## src/rtl/codec_pkg.sv

```systemverilog
// Shared WM8731 definitions: register addresses, sequencer states and the
// power-up register table used by codec_init_seq.
package codec_pkg;

  localparam logic [6:0] R_LLIN   = 7'd0;
  localparam logic [6:0] R_RLIN   = 7'd1;
  localparam logic [6:0] R_LHP    = 7'd2;
  localparam logic [6:0] R_RHP    = 7'd3;
  localparam logic [6:0] R_APATH  = 7'd4;
  localparam logic [6:0] R_DPATH  = 7'd5;
  localparam logic [6:0] R_PWR    = 7'd6;
  localparam logic [6:0] R_IFACE  = 7'd7;
  localparam logic [6:0] R_SRATE  = 7'd8;
  localparam logic [6:0] R_ACTIVE = 7'd9;
  localparam logic [6:0] R_RESET  = 7'd15;

  localparam int NUM_INIT_STEPS = 11;

  typedef enum logic [2:0] {
    ST_IDLE, ST_ISSUE, ST_GAP, ST_WAIT_IDLE, ST_DONE, ST_ERROR
  } state_e;

  // {reg[6:0], data[8:0]} for each power-up step; out-of-range returns 0
  function automatic logic [15:0] init_word(input logic [3:0] idx);
    logic [6:0] r;
    logic [8:0] d;
    r = '0;
    d = '0;
    case (idx)
      4'd0:  begin r = R_RESET;  d = 9'h000; end
      4'd1:  begin r = R_LLIN;   d = 9'h017; end
      4'd2:  begin r = R_RLIN;   d = 9'h017; end
      4'd3:  begin r = R_LHP;    d = 9'h079; end
      4'd4:  begin r = R_RHP;    d = 9'h079; end
      4'd5:  begin r = R_APATH;  d = 9'h012; end
      4'd6:  begin r = R_DPATH;  d = 9'h000; end
      4'd7:  begin r = R_PWR;    d = 9'h000; end
      4'd8:  begin r = R_IFACE;  d = 9'h001; end
      4'd9:  begin r = R_SRATE;  d = 9'h000; end
      4'd10: begin r = R_ACTIVE; d = 9'h001; end
      default: ;
    endcase
    return {r, d};
  endfunction

endpackage

```

## src/rtl/codec_init_seq_if.sv

```systemverilog
// I2C command channel between the init sequencer (master) and codec_top (slave).
interface codec_init_seq_if;
  logic        wr_i2c;
  logic [23:0] i2c_packet;
  logic        i2c_idle;

  modport master (output wr_i2c, i2c_packet, input i2c_idle);
  modport slave  (input wr_i2c, i2c_packet, output i2c_idle);
endinterface

```

## src/rtl/codec_init_seq.sv

```systemverilog
// WM8731 power-up sequencer: streams the init table to the I2C controller,
// one packet per idle window, with a per-write stall timeout.
module codec_init_seq
  import codec_pkg::*;
#(
  parameter logic [7:0] DEV_ADDR       = 8'h34,
  parameter int         GAP_CYCLES     = 16,
  parameter int         TIMEOUT_CYCLES = 200000,
  parameter bit         AUTO_START     = 1'b1
) (
  input  logic             clk,
  input  logic             reset,
  input  logic             start,
  codec_init_seq_if.master i2c,
  output logic             busy,
  output logic             done,
  output logic             error,
  output logic [3:0]       step
);

  localparam int CNT_MAX = (TIMEOUT_CYCLES > GAP_CYCLES) ? TIMEOUT_CYCLES : GAP_CYCLES;
  localparam int CW      = $clog2(CNT_MAX + 1);

  localparam logic [CW-1:0] GAP_LAST  = CW'(GAP_CYCLES - 1);
  localparam logic [CW-1:0] TMO_LAST  = CW'(TIMEOUT_CYCLES - 1);
  localparam logic [3:0]    LAST_STEP = 4'(NUM_INIT_STEPS - 1);

  state_e        state_q, state_d;
  logic [CW-1:0] cnt_q, cnt_d;
  logic [3:0]    step_q, step_d;
  logic [23:0]   pkt_q, pkt_d;
  logic          wr_q, wr_d;
  logic          busy_q, busy_d;
  logic          done_q, done_d;
  logic          err_q, err_d;
  logic          auto_q, auto_d;

  // One counter serves both the gap delay and the idle-wait timeout; it is
  // cleared whenever a state that uses it is entered.
  always_comb begin
    state_d = state_q;
    cnt_d   = cnt_q;
    step_d  = step_q;
    pkt_d   = pkt_q;
    wr_d    = 1'b0;
    busy_d  = busy_q;
    done_d  = done_q;
    err_d   = err_q;
    auto_d  = auto_q;
    case (state_q)
      ST_IDLE, ST_DONE, ST_ERROR: begin
        if (start || auto_q) begin
          state_d = ST_ISSUE;
          busy_d  = 1'b1;
          done_d  = 1'b0;
          err_d   = 1'b0;
          step_d  = '0;
          cnt_d   = '0;
          auto_d  = 1'b0;
        end else if (state_q == ST_DONE) begin
          state_d = ST_IDLE;
        end
      end
      ST_ISSUE: begin
        if (i2c.i2c_idle) begin
          wr_d    = 1'b1;
          pkt_d   = {DEV_ADDR, init_word(step_q)};
          state_d = ST_GAP;
          cnt_d   = '0;
        end else if (cnt_q == TMO_LAST) begin
          state_d = ST_ERROR;
          busy_d  = 1'b0;
          err_d   = 1'b1;
        end else begin
          cnt_d = cnt_q + 1'b1;
        end
      end
      ST_GAP: begin
        if (cnt_q == GAP_LAST) begin
          state_d = ST_WAIT_IDLE;
          cnt_d   = '0;
        end else begin
          cnt_d = cnt_q + 1'b1;
        end
      end
      ST_WAIT_IDLE: begin
        if (i2c.i2c_idle) begin
          if (step_q == LAST_STEP) begin
            state_d = ST_DONE;
            busy_d  = 1'b0;
            done_d  = 1'b1;
          end else begin
            step_d  = step_q + 1'b1;
            state_d = ST_ISSUE;
            cnt_d   = '0;
          end
        end else if (cnt_q == TMO_LAST) begin
          state_d = ST_ERROR;
          busy_d  = 1'b0;
          err_d   = 1'b1;
        end else begin
          cnt_d = cnt_q + 1'b1;
        end
      end
      default: state_d = ST_IDLE;
    endcase
  end

  always_ff @(posedge clk) begin
    if (reset) begin
      state_q <= ST_IDLE;
      cnt_q   <= '0;
      step_q  <= '0;
      pkt_q   <= '0;
      wr_q    <= 1'b0;
      busy_q  <= 1'b0;
      done_q  <= 1'b0;
      err_q   <= 1'b0;
      auto_q  <= AUTO_START;
    end else begin
      state_q <= state_d;
      cnt_q   <= cnt_d;
      step_q  <= step_d;
      pkt_q   <= pkt_d;
      wr_q    <= wr_d;
      busy_q  <= busy_d;
      done_q  <= done_d;
      err_q   <= err_d;
      auto_q  <= auto_d;
    end
  end

  assign i2c.wr_i2c     = wr_q;
  assign i2c.i2c_packet = pkt_q;
  assign busy           = busy_q;
  assign done           = done_q;
  assign error          = err_q;
  assign step           = step_q;

endmodule

```

## src/flat_wrapper.sv

```systemverilog
// flat-port wrapper written by rule: the top's interface ports become plain ports
module codec_init_seq_flat import codec_pkg::*;
#(
  parameter logic [7:0] DEV_ADDR       = 8'h34,
  parameter int         GAP_CYCLES     = 16,
  parameter int         TIMEOUT_CYCLES = 200000,
  parameter bit         AUTO_START     = 1'b1
)
  (clk, reset, start, busy, done, error, step, i2c_wr_i2c, i2c_i2c_packet, i2c_i2c_idle);
  codec_init_seq_if i2c_i ();
  input  logic clk;
  input  logic reset;
  input  logic start;
  output logic busy;
  output logic done;
  output logic error;
  output logic [3:0] step;
  output wire logic [$bits(i2c_i.wr_i2c)-1:0] i2c_wr_i2c;
  output wire logic [$bits(i2c_i.i2c_packet)-1:0] i2c_i2c_packet;
  input wire logic [$bits(i2c_i.i2c_idle)-1:0] i2c_i2c_idle;
  assign i2c_wr_i2c = i2c_i.wr_i2c;
  assign i2c_i2c_packet = i2c_i.i2c_packet;
  assign i2c_i.i2c_idle = i2c_i2c_idle;
  codec_init_seq #(.DEV_ADDR(DEV_ADDR), .GAP_CYCLES(GAP_CYCLES), .TIMEOUT_CYCLES(TIMEOUT_CYCLES), .AUTO_START(AUTO_START)) u_core (.clk(clk), .reset(reset), .start(start), .i2c(i2c_i), .busy(busy), .done(done), .error(error), .step(step));
endmodule
```

## config.mk

```make
export PLATFORM = sky130hd
export DESIGN_NAME = codec_init_seq_flat
export DESIGN_NICKNAME = d
export VERILOG_FILES = /design/src/rtl/codec_pkg.sv /design/src/rtl/codec_init_seq_if.sv /design/src/rtl/codec_init_seq.sv /design/src/flat_wrapper.sv
export SDC_FILE = /design/constraint.sdc
export NUM_CORES = 1
export LEC_CHECK = 0
export ABC_AREA = 1
export CAP_MARGIN = 0
export CORE_ASPECT_RATIO = 1.75
export CORE_MARGIN = 2
export CORE_UTILIZATION = 58
export CTS_CLUSTER_DIAMETER = 120
export DETAILED_ROUTE_END_ITERATION = 6
export PLACE_DENSITY_LB_ADDON = 0.1
export SLEW_MARGIN = 10
export SYNTH_ARGS = -nofsm -noshare
export SYNTH_HDL_FRONTEND = slang
export SYNTH_SLANG_ARGS = --single-unit
```

## constraint.sdc

```tcl
create_clock -name clk -period 3.25 [get_ports clk]
set_input_delay 0.4875 -clock clk [delete_from_list [all_inputs] [get_ports clk]]
set_output_delay 0.4875 -clock clk [all_outputs]
set_load 0.005 [all_outputs]
```

======== Yosys cells after proc, flatten, opt, wreduce, memory -nomap -nowiden ========
Cells that the tools add are included.
word-level totals
  register bits ........................... 47
  input bits .............................. 4
  output and inout port bits .............. 32
  word-level logic and storage cells ...... 96
cells by class
  $add $sub $neg .......................... 2
  equality and inequality tests ........... 28
  multiplexer cells ....................... 35
  bitwise gates (word level) .............. 1
  reduce and logical (&&, ||, !) cells .... 21
operators with widths
  kind                   count
  $mux 18                6
  $pmux 18 s4            1
  $pmux 4 s10            1
  $pmux 7 s4             1
  $mux 3                 7
  $add 18x1->18 const B  1
  $eq 18x18->1 const B   1
  $eq 18x4->1 const B    1
  $eq 4x3->1 const B     4
  $reduce_and 4->1       4
  $eq 4x4->1 const B     3
  $mux 4                 3
  $pmux 3 s4             1
  $mux 1                 11
  $reduce_or 2->1        5
  $eq 4x2->1 const B     2
  $ne 2x1->1 const B     4
  $ne 2x2->1 const B     4
  $pmux 4 s2             1
  $eq 3x2->1 const B     2
  $eq 3x3->1 const B     2
  $reduce_and 2->1       3
  $add 4x1->4 const B    1
  $eq 4x1->1 const B     1
  15 further kinds       17

======== Longest topological paths before layout ========
  depth after elaboration ................. 4
  depth in mapped cells ................... 11
  mapped depth without buffers ............ 11

======== Worst setup path after synthesis ========
No wires, ideal clock.
  path type ............................... register -> register
  start ................................... reg u_core.step_q[0], in the netlist u_core.step[0]
  end ..................................... reg u_core.cnt_q[12]
  setup time .............................. 0.110 ns
  arrival ................................. 1.499 ns
  required time ........................... 3.140 ns
  setup slack ............................. 1.641 ns
  stages on the path, launching flop included .. 12
  path buffers ............................ 1
  clock period less this slack ............ 1.609 ns
  path through ............................ dfxtp_1 -> inv_1 -> ha_1 -> nand2_2 -> nor2_4 -> nor2_4 -> nand2_8 -> inv_6 -> buf_8 -> nand3_1 -> nand3_1 -> inv_1
between the ends
  word-level cells in the longest chain between the ends .. 3
ends and longest elaborated chain
  element                     line                   RTL
  start: declaration          codec_init_seq.sv:30   logic [3:0] step_q, step_d;
  start signal: assignment    codec_init_seq.sv:123  step_q <= step_d;
  $eq 4x4->1                  codec_init_seq.sv:88   if (step_q == LAST_STEP) begin
  $ne 3x3->1 (no line)        n/a
  $reduce_and 3->1 (no line)  n/a
  end signal: assignment      codec_init_seq.sv:122  cnt_q <= cnt_d;
  end: declaration            codec_init_seq.sv:29   logic [CW-1:0] cnt_q, cnt_d;
Every way passes these cells.
A chain may end at the register's enable or synchronous reset.

======== Final worst setup path ========
  start ................................... reg u_core.step_q[2], in the netlist u_core.step[2]
  end ..................................... out step[2]
RTL lines
  element           line                RTL
  end: declaration  flat_wrapper.sv:17  output logic [3:0] step;
No word-level cell between the ends.

==> metrics <==
status=complete, no violations; layout cells sized above 1=13.4%; r2r setup slk=~1.5 ns; DRT Pass-1 Iters=5; Congestion Overflow GR=0; Final Critical Period=roughly 1.8 ns; R2R cell count=11; fillers=between 300 and 400; Crit. End Element=output pin; chip height=around 90 um; met3 Track Usage GR=between 4 and 5%; fmax=around 0.56 GHz; Routed Antenna Nets=0; met2 GRT Util=48.4%; H-tree Lvls=2; Pins Over Slew Limit=0; #FFs+latches synth=40; P per Cell Area=approximately 560 nW/um2; number of synthesized flops with an enable pin=0; async set or reset register ratio after synthesis=0%; Final setup viols=0; Avg WL per Cell=about 14 um; actual slew at the worst max-slew pin=roughly 0.56 ns; hold_buf cts=0; Area growth syn-to-layout=13.5%; postcts setup bufs=0; number of global-route vias before repair=around 2.1k; Post-Route WL=just under 6000 um; r2r startpoint=u_core.step[0]; initial core utilization=about three fifths; nature of the critical path startpoint=flip-flop; critical path required time=around 2.8 ns; Buffers & Inverters on Critical Path=1; total die area=between 4000 and 5000 um2; placed wire-length estimate=about 4500 um; area of the multi-input gates=1370 um2; most instantiated cells after synthesis=nand2_1 (83), dfxtp_1 (40), nor2_1 (36); worst clock skew=0.00610 ns; FF/Latch Area=approximately 800 um2; GP Congestion=0.880; TritonCTS buffer count=5; VDD IR-drop max=~0.39 mV; top cell type's share of synthesized area=approximately 33%; worst min path class=reg -> reg; met1 Use GR=around a quarter; HP Start=u_core.auto_q; n_diodes=0; via count=between 2k and 2.5k; Crit Path Max Fanout=8; number of clock sinks=40; detailed-route DRC error count=0; FF-to-FF End=u_core.cnt_q[15]; I/O pins=36; Final Hold Fails=0; Synth Instances=351; ranking of synthesized cells by area=dfxtp_1 (33%), nand2_1 (13%), nand3_1 (6.1%); row count=31; maxcap violations=0; Skew-Pair Late Insertion Delay=0.30 ns; Crit path max-delay family=buffers and inverters; initial antenna violation count=0; Period Utilization, post-route=between 50% and 60%; CP max-delay cell=clkdlybuf4s50_1; placement-stage cell area=roughly 2700 um2; relative slew slack=a little over three fifths; largest area contributor in the netlist=dfxtp_1; CTS tree=yes; Top Usage Layer GRT=met2; post-synthesis sequential area ratio=about a third; largest net degree at the start of global routing=20; GRT Total Usage=between 20% and 30%; Most used DFF post-synth=dfxtp_1; synth unique cells=43; Avg Inst Size Synth=approximately 7.0 um2; DR iter-0 viols=92; yosys warns=0; Die X=approximately 53 um; Design Area, Final=between 2000 and 3000 um2; nets=around 380; leak pwr=between 0.001 and 0.0015 uW; # resized after CTS=0; Crit path depth=1; cell chain of the critical path=clkdlybuf4s50_1; WP data arrival=about 1.3 ns; RSZ-0062 raised after global routing=false; Critical Path Max Stage Delay=0.55 ns; clk root buf=clkbuf_8; crit path launch=u_core.step[2]; Clock transition at path regs=~0.07 ns; most frequent cell after synthesis=nand2_1; CORE AREA=approximately 4100 um2; crit path kind=reg -> out; setup tns final=0 ns; Vias/cell=between 5 and 6; global-route wire length before repair=9210 um; PortBufs=25; mapped cell area=roughly 2400 um2; CTS max path bufs=2; Worst Setup EP=step[2]
per-layer routing:
layer  vias up  wire, um
met5         -         0
met4         0       155
met3        15       173
met2        46      3330
met1      1037      2120
li1       1152         -
layout by cell type (no fill, tap or decap), drive strengths merged:
cell / synthesis / routed
o22ai: 1 / 1
nor2: 48 / 48
inv: 43 / 43
buf: 17 / 1
dfxtp: 40 / 40
nand2: 88 / 88
nor3b: 3 / 3
nor3: 6 / 6
a41oi: 1 / 1
nand3b: 1 / 1
nand3: 37 / 37
clkinv: 1 / 1
nand4: 7 / 7
o21bai: 4 / 4
conb: 1 / 10
xor2: 2 / 2
ha: 5 / 5
or2: 2 / 2
a31oi: 4 / 4
clkdlybuf4s50: 0 / 25
a211oi: 3 / 3
bufinv: 0 / 1
clkbuf: 3 / 7
a21oi: 16 / 16
o21ai: 17 / 17
o31ai: 1 / 1
through the flow:
step                      power, uW  instances  hold slack, ns  utilization [%]  setup WS [ns]
after floorplan                 951        360           0.435                -           1.64
after global placement         1100        415           0.452             64.6           1.26
after detailed placement       1110        415           0.454             64.6           1.19
after CTS                      1550        423           0.465             67.7           1.44
after global routing           1630        423           0.480             67.7           1.24
final                          1550        423           0.467             67.7           1.45
cell families after synthesis:
group           Yosys count  synth area share, %
simple gates            192                 39.5
buf+inv                  64                 13.0
compound gates           47                 11.4
other cells               1                0.153
flops                    40                 32.7
xor+xnor                  2                0.715
fa+ha+maj                 5                 2.55
state kept, by name (all words and copies together), names as in the netlist:
register and cells:
u_core.step 4, u_core.done 1, u_core.auto_q 1, u_core.cnt_q 18, u_core.i2c.i2c_packet 10, u_core.state_q 3, u_core.i2c.wr_i2c 1, u_core.busy 1
u_core.error 1
cell type report:
type                            count  area share, %
Clock buffer                        7           3.46
Sequential cell                    40           28.8
Inverter                           44           6.12
Clock inverter                      1           1.08
Timing Repair Buffer               26           9.27
Multi-Input combinational cell    256           49.1
Tap cell                           49           2.20
where the power goes:
| part | total [uW] | switching (uW) | internal (uW) |
|---|---|---|---|
| combinational | 502 | 301 | 201 |
| clock | 449 | 178 | 271 |
| sequential | 597 | 51.0 | 546 |
worst min-delay path by stage:
stage,to,cells after the start
3_5_place_dp,u_core.auto_q,2
3_3_place_gp,u_core.auto_q,2
6_report,u_core.auto_q,2
2_1_floorplan,u_core.auto_q,2
4_1_cts,u_core.auto_q,2
5_1_grt,u_core.auto_q,2
Power figures use the tool's default switching activity.
